File: src/rtl/dmem_bus_adapter_pkg.sv
// Shared types and constants for the data-memory bus adapter.
package dmem_bus_adapter_pkg;

    // Transaction phases of the adapter FSM.
    typedef enum logic [1:0] {
        ST_IDLE = 2'd0,
        ST_REQ  = 2'd1,
        ST_WAIT = 2'd2,
        ST_RESP = 2'd3
    } dmem_bus_state_t;

    // Default bound on cycles spent in REQ+WAIT before giving up.
    localparam int DMEM_TIMEOUT_DEFAULT = 16;

endpackage

File: src/rtl/dmem_bus_adapter_bus_timeout_counter.sv
// Cycle counter bounding how long a bus transaction may stay outstanding.
// o_expired flags the cycle in which the count reaches TIMEOUT; the count
// saturates there so a late grant followed by WAIT expires on the next cycle.
module bus_timeout_counter #(
    parameter int TIMEOUT = 16
) (
    input  logic i_clk,
    input  logic i_reset,
    input  logic i_clear,
    input  logic i_enable,
    output logic o_expired
);
    localparam int CW = $clog2(TIMEOUT + 1);
    localparam logic [CW-1:0] LIMIT = CW'(TIMEOUT);
    localparam logic [CW-1:0] LAST  = CW'(TIMEOUT - 1);

    logic [CW-1:0] r_count;

    // Count active cycles, restarting whenever a new transaction begins.
    always_ff @(posedge i_clk) begin
        if (i_reset || i_clear) begin
            r_count <= '0;
        end else if (i_enable && (r_count != LIMIT)) begin
            r_count <= r_count + CW'(1);
        end
    end

    // This active cycle is the TIMEOUT-th (or later) one.
    assign o_expired = i_enable && (r_count >= LAST);

endmodule

File: src/rtl/dmem_bus_adapter.sv
// MEM-stage data-memory port to registered req/gnt/rvalid bus bridge.
// Stalls the pipeline while a transaction is outstanding and reports bus
// errors and timeouts as a one-cycle fault with the faulting word address.
module dmem_bus_adapter
    import dmem_bus_adapter_pkg::*;
#(
    parameter int WIDTH   = 32,
    parameter int TIMEOUT = DMEM_TIMEOUT_DEFAULT
) (
    input  logic             i_clk,
    input  logic             i_reset,
    input  logic [WIDTH-1:0] i_core_addr,
    input  logic [WIDTH-1:0] i_core_wdata,
    input  logic [3:0]       i_core_byteen,
    input  logic             i_core_we,
    input  logic             i_core_re,
    output logic [WIDTH-1:0] o_core_rdata,
    output logic             o_core_stall,
    output logic             o_bus_req,
    output logic             o_bus_we,
    output logic [WIDTH-1:0] o_bus_addr,
    output logic [WIDTH-1:0] o_bus_wdata,
    output logic [3:0]       o_bus_be,
    input  logic             i_bus_gnt,
    input  logic             i_bus_rvalid,
    input  logic [WIDTH-1:0] i_bus_rdata,
    input  logic             i_bus_err,
    output logic             o_fault,
    output logic [WIDTH-1:0] o_fault_addr
);
    localparam logic [WIDTH-1:0] ALIGN_MASK = ~WIDTH'(3);

    dmem_bus_state_t  r_state;
    dmem_bus_state_t  w_next;
    logic             w_core_req;
    logic             w_start;
    logic             w_expired;
    logic             w_timeout;
    logic             w_resp_ok;
    logic             r_req;
    logic             r_we;
    logic [WIDTH-1:0] r_addr;
    logic [WIDTH-1:0] r_wdata;
    logic [3:0]       r_be;
    logic [WIDTH-1:0] r_rdata;
    logic             r_err;
    logic [WIDTH-1:0] r_fault_addr;

    assign w_core_req = i_core_we | i_core_re;
    assign w_start    = (r_state == ST_IDLE) && w_core_req;
    // Response accepted only while waiting for it; anything else is stray.
    assign w_resp_ok  = (r_state == ST_WAIT) && i_bus_rvalid;
    // Grant and response both take priority over expiry.
    assign w_timeout  = w_expired &&
                        (((r_state == ST_REQ) && !i_bus_gnt) ||
                         ((r_state == ST_WAIT) && !i_bus_rvalid));

    bus_timeout_counter #(
        .TIMEOUT (TIMEOUT)
    ) u_timeout (
        .i_clk     (i_clk),
        .i_reset   (i_reset),
        .i_clear   (w_start),
        .i_enable  ((r_state == ST_REQ) || (r_state == ST_WAIT)),
        .o_expired (w_expired)
    );

    // State register.
    always_ff @(posedge i_clk) begin
        if (i_reset) begin
            r_state <= ST_IDLE;
        end else begin
            r_state <= w_next;
        end
    end

    // Next-state logic.
    always_comb begin
        w_next = r_state;
        case (r_state)
            ST_IDLE: if (w_core_req) w_next = ST_REQ;
            ST_REQ: begin
                if (i_bus_gnt)      w_next = ST_WAIT;
                else if (w_expired) w_next = ST_RESP;
            end
            ST_WAIT: if (i_bus_rvalid || w_expired) w_next = ST_RESP;
            ST_RESP: w_next = ST_IDLE;
            default: w_next = ST_IDLE;
        endcase
    end

    // Request capture, bus request flag and response/fault bookkeeping.
    always_ff @(posedge i_clk) begin
        if (i_reset) begin
            r_req        <= 1'b0;
            r_we         <= 1'b0;
            r_addr       <= '0;
            r_wdata      <= '0;
            r_be         <= '0;
            r_rdata      <= '0;
            r_err        <= 1'b0;
            r_fault_addr <= '0;
        end else begin
            if (w_start) begin
                r_addr  <= i_core_addr & ALIGN_MASK;
                r_wdata <= i_core_wdata;
                r_be    <= i_core_byteen;
                r_we    <= i_core_we;
                r_req   <= 1'b1;
            end else if ((r_state == ST_REQ) && (i_bus_gnt || w_expired)) begin
                r_req   <= 1'b0;
            end

            if (w_resp_ok) begin
                r_rdata <= i_bus_err ? '0 : i_bus_rdata;
                r_err   <= i_bus_err;
                if (i_bus_err) r_fault_addr <= r_addr;
            end else if (w_timeout) begin
                r_rdata      <= '0;
                r_err        <= 1'b1;
                r_fault_addr <= r_addr;
            end
        end
    end

    assign o_core_stall = w_start || (r_state == ST_REQ) || (r_state == ST_WAIT);
    assign o_core_rdata = r_rdata;
    assign o_bus_req    = r_req;
    assign o_bus_we     = r_we;
    assign o_bus_addr   = r_addr;
    assign o_bus_wdata  = r_wdata;
    assign o_bus_be     = r_be;
    assign o_fault      = (r_state == ST_RESP) && r_err;
    assign o_fault_addr = r_fault_addr;

endmodule

File: config.mk
export PLATFORM = sky130hd
export DESIGN_NAME = dmem_bus_adapter
export DESIGN_NICKNAME = d
export VERILOG_FILES = /design/src/rtl/dmem_bus_adapter_pkg.sv /design/src/rtl/dmem_bus_adapter_bus_timeout_counter.sv /design/src/rtl/dmem_bus_adapter.sv
export SDC_FILE = /design/constraint.sdc
export NUM_CORES = 1
export LEC_CHECK = 0
export ABC_AREA = 1
export CAP_MARGIN = 0
export CORE_UTILIZATION = 42
export DETAILED_ROUTE_END_ITERATION = 10
export GPL_TIMING_DRIVEN = 0
export PLACE_DENSITY = 0.85
export REMOVE_ABC_BUFFERS = 1
export SLEW_MARGIN = 10
export SYNTH_ARGS = -nofsm -noshare
export SYNTH_HDL_FRONTEND = slang
export SYNTH_SLANG_ARGS = --single-unit
File: constraint.sdc
create_clock -name i_clk -period 2.2 [get_ports i_clk]
set_input_delay 0.22 -clock i_clk [delete_from_list [all_inputs] [get_ports i_clk]]
set_output_delay 0.22 -clock i_clk [all_outputs]
set_load 0.01 [all_outputs]
Word level (Yosys, flattened, before mapping)
Index checks and enable logic that the tools add are counted.

operators by class
  eq/ne operators = 8
  mux-type cells = 15
  reduce and logical (&&, ||, !) cells = 23
  magnitude comparators = 1
  $add $sub $neg = 1
  bitwise gates (word level) = 1

operators with widths
  kind                                                               count
  2-to-1 mux 32 bit                                                  6
  logical AND 1 bit                                                  9
  2-to-1 mux 2 bit                                                   4
  one-hot mux 2 bit (4 select lines)                                 1
  logical OR 1 bit                                                   7
  adder 5 x 1 -> 5 bit, second input constant                        1
  greater-or-equal comparator 5 x 4 -> 1 bit, second input constant  1
  inequality test 5 bit, second input constant                       1
  equality test 2 bit, second input constant                         2
  2-to-1 mux 1 bit                                                   4
  inequality test 2 bit, second input constant                       2
  nonzero test 2 bit                                                 2
  inequality test 3 bit, second input constant                       1
  AND reduction 3 bit                                                1
  equality test 2 x 1 -> 1 bit, second input constant                1
  zero test 1 bit                                                    2
  zero test 2 bit                                                    1
  inequality test 2 x 1 -> 1 bit, second input constant              1
  AND reduction 2 bit                                                1
  bitwise OR 1 bit                                                   1

word-level totals
  flip-flop bits (word level) = 140
  word-level logic and storage cells = 59
  bits of input ports = 107
  output and inout port bits = 136

Logic depth before layout (Yosys ltp)
  word-level depth = 7
  depth in mapped cells = 12
  gate-level depth less buffers = 11

By module
A second synthesis with hierarchy kept.

second synthesis, totals
  cell total of the unflattened synthesis = 720
  area, all modules = 5317.6 um^2

by module, submodules not included
  module               cells each  instances  area each (um^2)  sequential area each (um^2)
  dmem_bus_adapter     672         1          4997.3            2662.6
  bus_timeout_counter  48          1          320.3             100.1

Least setup slack after synthesis
No wires, ideal clock.

  path kind = flip-flop to flip-flop
  start point = register u_timeout.r_count[0]
  end point = register r_fault_addr[22], in the netlist o_fault_addr[22]
  cell stages (with the launch flop) = 13
  arrival time = 1.528 ns
  path slack = 0.608 ns
  data required time = 2.136 ns
  buffers on the path = 1
  clock period less this slack = 1.592 ns
  library setup time = 0.064 ns
  path through = dfxtp_1 > ha_1 > inv_1 > nor2_1 > ha_1 > nor2_1 > o21ai_4 > nand3_4 > nand2_1 > nand2_2 > buf_6 > nor2_1 > nor2_1

between the ends
  longest elaborated chain between the ends = 5

ends and longest elaborated chain
  what                                        line                                        text
  from (decl)                                 dmem_bus_adapter_bus_timeout_counter.sv:17  logic [CW-1:0] r_count;
  from (signal assigned)                      dmem_bus_adapter_bus_timeout_counter.sv:24  r_count <= r_count + CW'(1);
  greater-or-equal comparator 5 x 4 -> 1 bit  dmem_bus_adapter_bus_timeout_counter.sv:29  assign o_expired = i_enable && (r_count >= LAST);
  logical AND 1 bit                           dmem_bus_adapter_bus_timeout_counter.sv:29
  logical AND 1 bit                           dmem_bus_adapter.sv:54                      assign w_timeout = w_expired &&
  nonzero test 2 bit (no line)                n/a
  AND reduction 2 bit (no line)               n/a
  to (signal assigned)                        dmem_bus_adapter.sv:117                     if (i_bus_err) r_fault_addr <= r_addr;
  to (signal assigned)                        dmem_bus_adapter.sv:121                     r_fault_addr <= r_addr;
  to (decl)                                   dmem_bus_adapter.sv:47                      logic [WIDTH-1:0] r_fault_addr;

Every way passes these cells.
A chain may end at the register's enable or synchronous reset.

Worst setup path after layout
  start point = register r_state[0]
  end point = output o_core_stall

between the ends
  longest elaborated chain between the ends = 4
  elaborated cells on any way between the ends = 6
  classes of those cells = eq/ne: 2; reduce/logical: 4

ends and longest elaborated chain
  what                    line                     text
  from (decl)             dmem_bus_adapter.sv:33   dmem_bus_state_t r_state;
  from (signal assigned)  dmem_bus_adapter.sv:73   r_state <= w_next;
  zero test 2 bit         dmem_bus_adapter.sv:50   assign w_start = (r_state == ST_IDLE) && w_core_req;
  logical AND 1 bit       dmem_bus_adapter.sv:50
  logical OR 1 bit        dmem_bus_adapter.sv:126  assign o_core_stall = w_start || (r_state == ST_REQ) || (r_state == ST_WAIT);
  logical OR 1 bit *      dmem_bus_adapter.sv:126
  to (decl)               dmem_bus_adapter.sv:18   output logic o_core_stall,

Mark *: on every way between the ends. The rest lies on a longest branch, timed or not.

==> qor.csv <==
stage,metric,value,unit
sta,setup repair after global routing missed its margin,false,
sta,worst hold slack across all endpoints,0.365,ns
detailed_routing,vias after detailed routing,5467,
clocking,H-Tree Depth,4,
clocking,cts hold-fix bufs,0,
yosys,"Cell Area, Synth",5340,µm²
global_route,leftover overflow at the end of global routing,0,
detailed_routing,number of optimization iterations in the first detailed-route pass,4,
final_layout,area growth from synthesis to final layout,60.5,%
global_route,antenna violations before repair,1,
detailed_routing,final antenna-violating net count,0,
critical_path,beginning of the worst register-to-register path,r_state[0],
placed_design,Buffers on Ports,236,
critical_path,start-to-end type of the worst setup path,flip-flop to output pin,
yosys,top-area cell type share of the netlist area,0.517,
yosys,Post-synth top flop,sky130_fd_sc_hd__dfxtp_1,
yosys,number of standard cells after synthesis,715,
final_layout,number of nets in the layout,1054,
critical_path,internal reg-to-reg setup slack,0.18,ns
critical_path,CP startpoint kind,flip-flop,
pwr,peak supply drop,947,µV
yosys,post-synth cell types,26,
outcome,status,finished clean,
clocking,Skew-Pair Late Insertion Delay,0.42,ns
floorplan,count of standard-cell rows,40,
detailed_routing,DRC violation total after the first TritonRoute iteration,359,
clocking,"Clk pin slew, worst setup/hold paths",0.06,ns
floorplan,initial core utilization,0.438,
critical_path,kind of capture point of the worst setup path,output pin,
sta,Setup Viol. Count Final,0,
yosys,synth warn,0,
yosys,Post-Syn Area per Cell,7.47,µm²
worst_hold_path,start point of the worst min-delay path,i_bus_rdata[24],
floorplan,Std-Cell Core Area,12200,µm²
critical_path,Reg2Reg Capture Point,o_bus_addr[14],
final_layout,number of antenna cells inserted,0,
yosys,fraction of synthesis flops using an asynchronous set or reset pin,0,
final_layout,share of layout cells above drive strength 1,0.0640,
yosys,most frequent cells after synthesis,"197 x sky130_fd_sc_hd__nor2_1, 138 x sky130_fd_sc_hd__dfxtp_1, 81 x sky130_fd_sc_hd__nand2_1, 69 x sky130_fd_sc_hd__nand3_1, 69 x sky130_fd_sc_hd__o21ai_0",
run,number of max-cap violations,0,
yosys,most frequently used cell type in the post-synthesis netlist,sky130_fd_sc_hd__nor2_1,
sta,final number of hold-violating endpoints,0,
sta,"Min Clock Period, post-route",2.10,ns
critical_path,maximum net fanout on the critical path,17,
detailed_routing,ratio of routed vias to standard cells,4.88,
worst_hold_path,cell count of the worst hold path,3,
detailed_routing,routed length per placed instance,15.0,µm
detailed_routing,# DRC,0,
final_layout,FILL cells,987,
sta,period utilisation layout,0.955,
yosys,sequential element share of the synthesized area,0.517,
sta,f_max,476,MHz
yosys,Synth Register Bits,138,
worst_hold_path,hold path endpoint,o_core_rdata[24],
final_layout,final core utilization,0.702,
critical_path,worst reg-to-reg path cell count,10,
clocking,number of buffers on the longest clock path,2,
yosys,number of flops mapped to enable cells by yosys,0,
floorplan,overall die height,115,µm
critical_path,critical path required time,1.98,ns
global_route,GRT Util Overall,0.252,
yosys,synth top area cells,"sky130_fd_sc_hd__dfxtp_1 52%, sky130_fd_sc_hd__nor2_1 14%, sky130_fd_sc_hd__nand3_1 6.5%",
floorplan,Total Die Area,13200,µm²
final_layout,total non-filler cell area in the finished layout,8570,µm²
placed_design,gp weighted congestion,0.759,
clocking,number of clock sinks seen by CTS,138,
floorplan,Die X,115,µm
pwr,P per Cell Area,1210,nW/µm²
worst_hold_path,path class of the lowest-slack min-delay path,input port to flip-flop,
clocking,root cell of the clock tree,sky130_fd_sc_hd__clkbuf_16,
global_route,first-pass GRT wire length,25.6,mm
placed_design,half-perimeter wire length of the detailed placement result,10.2,mm
pwr,Static Leakage,3.52,nW
critical_path,data arrival time at the worst-slack endpoint,1.88,ns
yosys,cell type with the highest aggregate area in the netlist,sky130_fd_sc_hd__dfxtp_1,
sta,fin. max-slew vios,0,
clocking,CTS tree,built,
sta,Slew @ Worst Pin,0.848,ns
global_route,number of global-route vias before repair,5217,
sta,clock tree skew after final layout,0.00674,ns
global_route,pin count of the biggest net entering global routing,98,
floorplan,Ports,243,
placed_design,"Cell Area, Placed",7740,µm²
detailed_routing,sum of routed wire length over all layers,16.8,mm
sta,worst relative slew slack,0.435,
clocking,CTS buffer count,17,
## where the power goes
group / total (mW) / leakage [nW] / switching [mW] / internal [mW]
logic: 3.85 / 2.08 / 2.03 / 1.82
registers: 3.49 / 1.13 / 0.371 / 3.11
clock network: 3.07 / 0.311 / 1.02 / 2.05
## stage by stage
| stage | setup WS [ns] | power (mW) | cells | setup TNS [ns] |
|---|---|---|---|---|
| 5_1_grt | 0.0245 | 11.0 | 1121 | 0 |
| 2_1_floorplan | -0.159 | 5.10 | 667 | -6.64 |
| 6_report | 0.0985 | 10.4 | 1121 | 0 |
| 3_5_place_dp | -0.681 | 7.04 | 1074 | -29.50 |
| 4_1_cts | 0.00695 | 10.4 | 1115 | 0 |
| 3_3_place_gp | -2.03 | 6.86 | 1071 | -194.43 |
## timing repair
item | in CTS | in global routing
setup buffers | 6 | 4
gates resized for setup | 13 | 4
hold endpoints to repair | 0 | 0
cloned | 3 | 2
pin swaps | 3 | 1
endpoints found under the setup margin | 131 | 32
## worst max-delay path: stages (launching register included)
cell,delay [ns]
sky130_fd_sc_hd__dfxtp_2,0.34
sky130_fd_sc_hd__inv_1,0.12
sky130_fd_sc_hd__ha_2,0.19
sky130_fd_sc_hd__inv_1,0.07
sky130_fd_sc_hd__a21oi_4,0.18
sky130_fd_sc_hd__bufinv_16,0.24
sky130_fd_sc_hd__nand2_1,0.07
sky130_fd_sc_hd__clkdlybuf4s15_1,0.25
## metal layers
metal,part of all wire,vias up,global-route usage
li1,-,2718,-
met1,0.42,2551,0.290
met2,0.50,168,0.440
met3,0.060,28,0.0685
met4,0.021,2,0.112
met5,0.0010,-,0
## cell type report
class | instances | area [µm²] | share of cell area
clock buffer | 26 | 509 | 0.0594
clock inverter | 6 | 133 | 0.0155
inverter | 48 | 209 | 0.0244
multi-input combinational | 484 | 2230 | 0.260
sequential | 138 | 2760 | 0.322
tap | 168 | 210 | 0.0245
timing repair buffer | 249 | 2500 | 0.291
timing repair inverter | 2 | 17.5 | 0.00204
## flip-flops by register name, summed over array words and instances (netlist names), 2 cells and up
| register | count |
|---|---|
| o_bus_addr | 30 |
| r_state | 2 |
| o_bus_wdata | 32 |
| o_core_rdata | 32 |
| u_timeout.r_count | 5 |
| o_bus_be | 4 |
| o_fault_addr | 30 |
## cells in the final DEF, fill, tap and decap left out, types with 2 or more instances in the layout
master / netlist / layout
sky130_fd_sc_hd__a21oi_1: 39 / 39
sky130_fd_sc_hd__buf_16: 0 / 2
sky130_fd_sc_hd__buf_4: 4 / 10
sky130_fd_sc_hd__bufinv_16: 0 / 5
sky130_fd_sc_hd__clkbuf_1: 28 / 4
sky130_fd_sc_hd__clkbuf_16: 0 / 17
sky130_fd_sc_hd__clkbuf_8: 0 / 5
sky130_fd_sc_hd__clkdlybuf4s50_1: 0 / 234
sky130_fd_sc_hd__conb_1: 1 / 4
sky130_fd_sc_hd__dfxtp_1: 138 / 137
sky130_fd_sc_hd__ha_1: 7 / 6
sky130_fd_sc_hd__inv_1: 46 / 45
sky130_fd_sc_hd__inv_6: 0 / 2
sky130_fd_sc_hd__nand2_1: 81 / 80
sky130_fd_sc_hd__nand2_8: 0 / 2
sky130_fd_sc_hd__nand3_1: 69 / 68
sky130_fd_sc_hd__nand3_2: 0 / 2
sky130_fd_sc_hd__nand4_1: 2 / 2
sky130_fd_sc_hd__nor2_1: 197 / 197
sky130_fd_sc_hd__nor2_4: 1 / 2
sky130_fd_sc_hd__o21ai_0: 69 / 69
sky130_fd_sc_hd__o21ai_1: 2 / 2
## cells by family after synthesis
kind of cell,Yosys count,share of synthesized area
buffers and inverters,99,0.0803
DFF,138,0.517
adders and majority gates,7,0.0164
other,1,0.000702
and+or+nand+nor,355,0.272
AOI/OAI and AO/OA,115,0.113
## how the worst max path moves through the flow
stage | from | endpoint | slack (ns)
after CTS | u_timeout.r_count[0] | o_fault_addr[28] | 0.007
after floorplan | r_state[0] | o_core_stall | -0.16
after detailed placement | i_core_we | o_core_stall | -0.68
final | r_state[0] | o_core_stall | 0.1
after global placement | i_reset | o_bus_we | -2.03
after global routing | r_state[0] | o_core_stall | 0.02
Note: power is estimated with default switching activity, not from simulation.
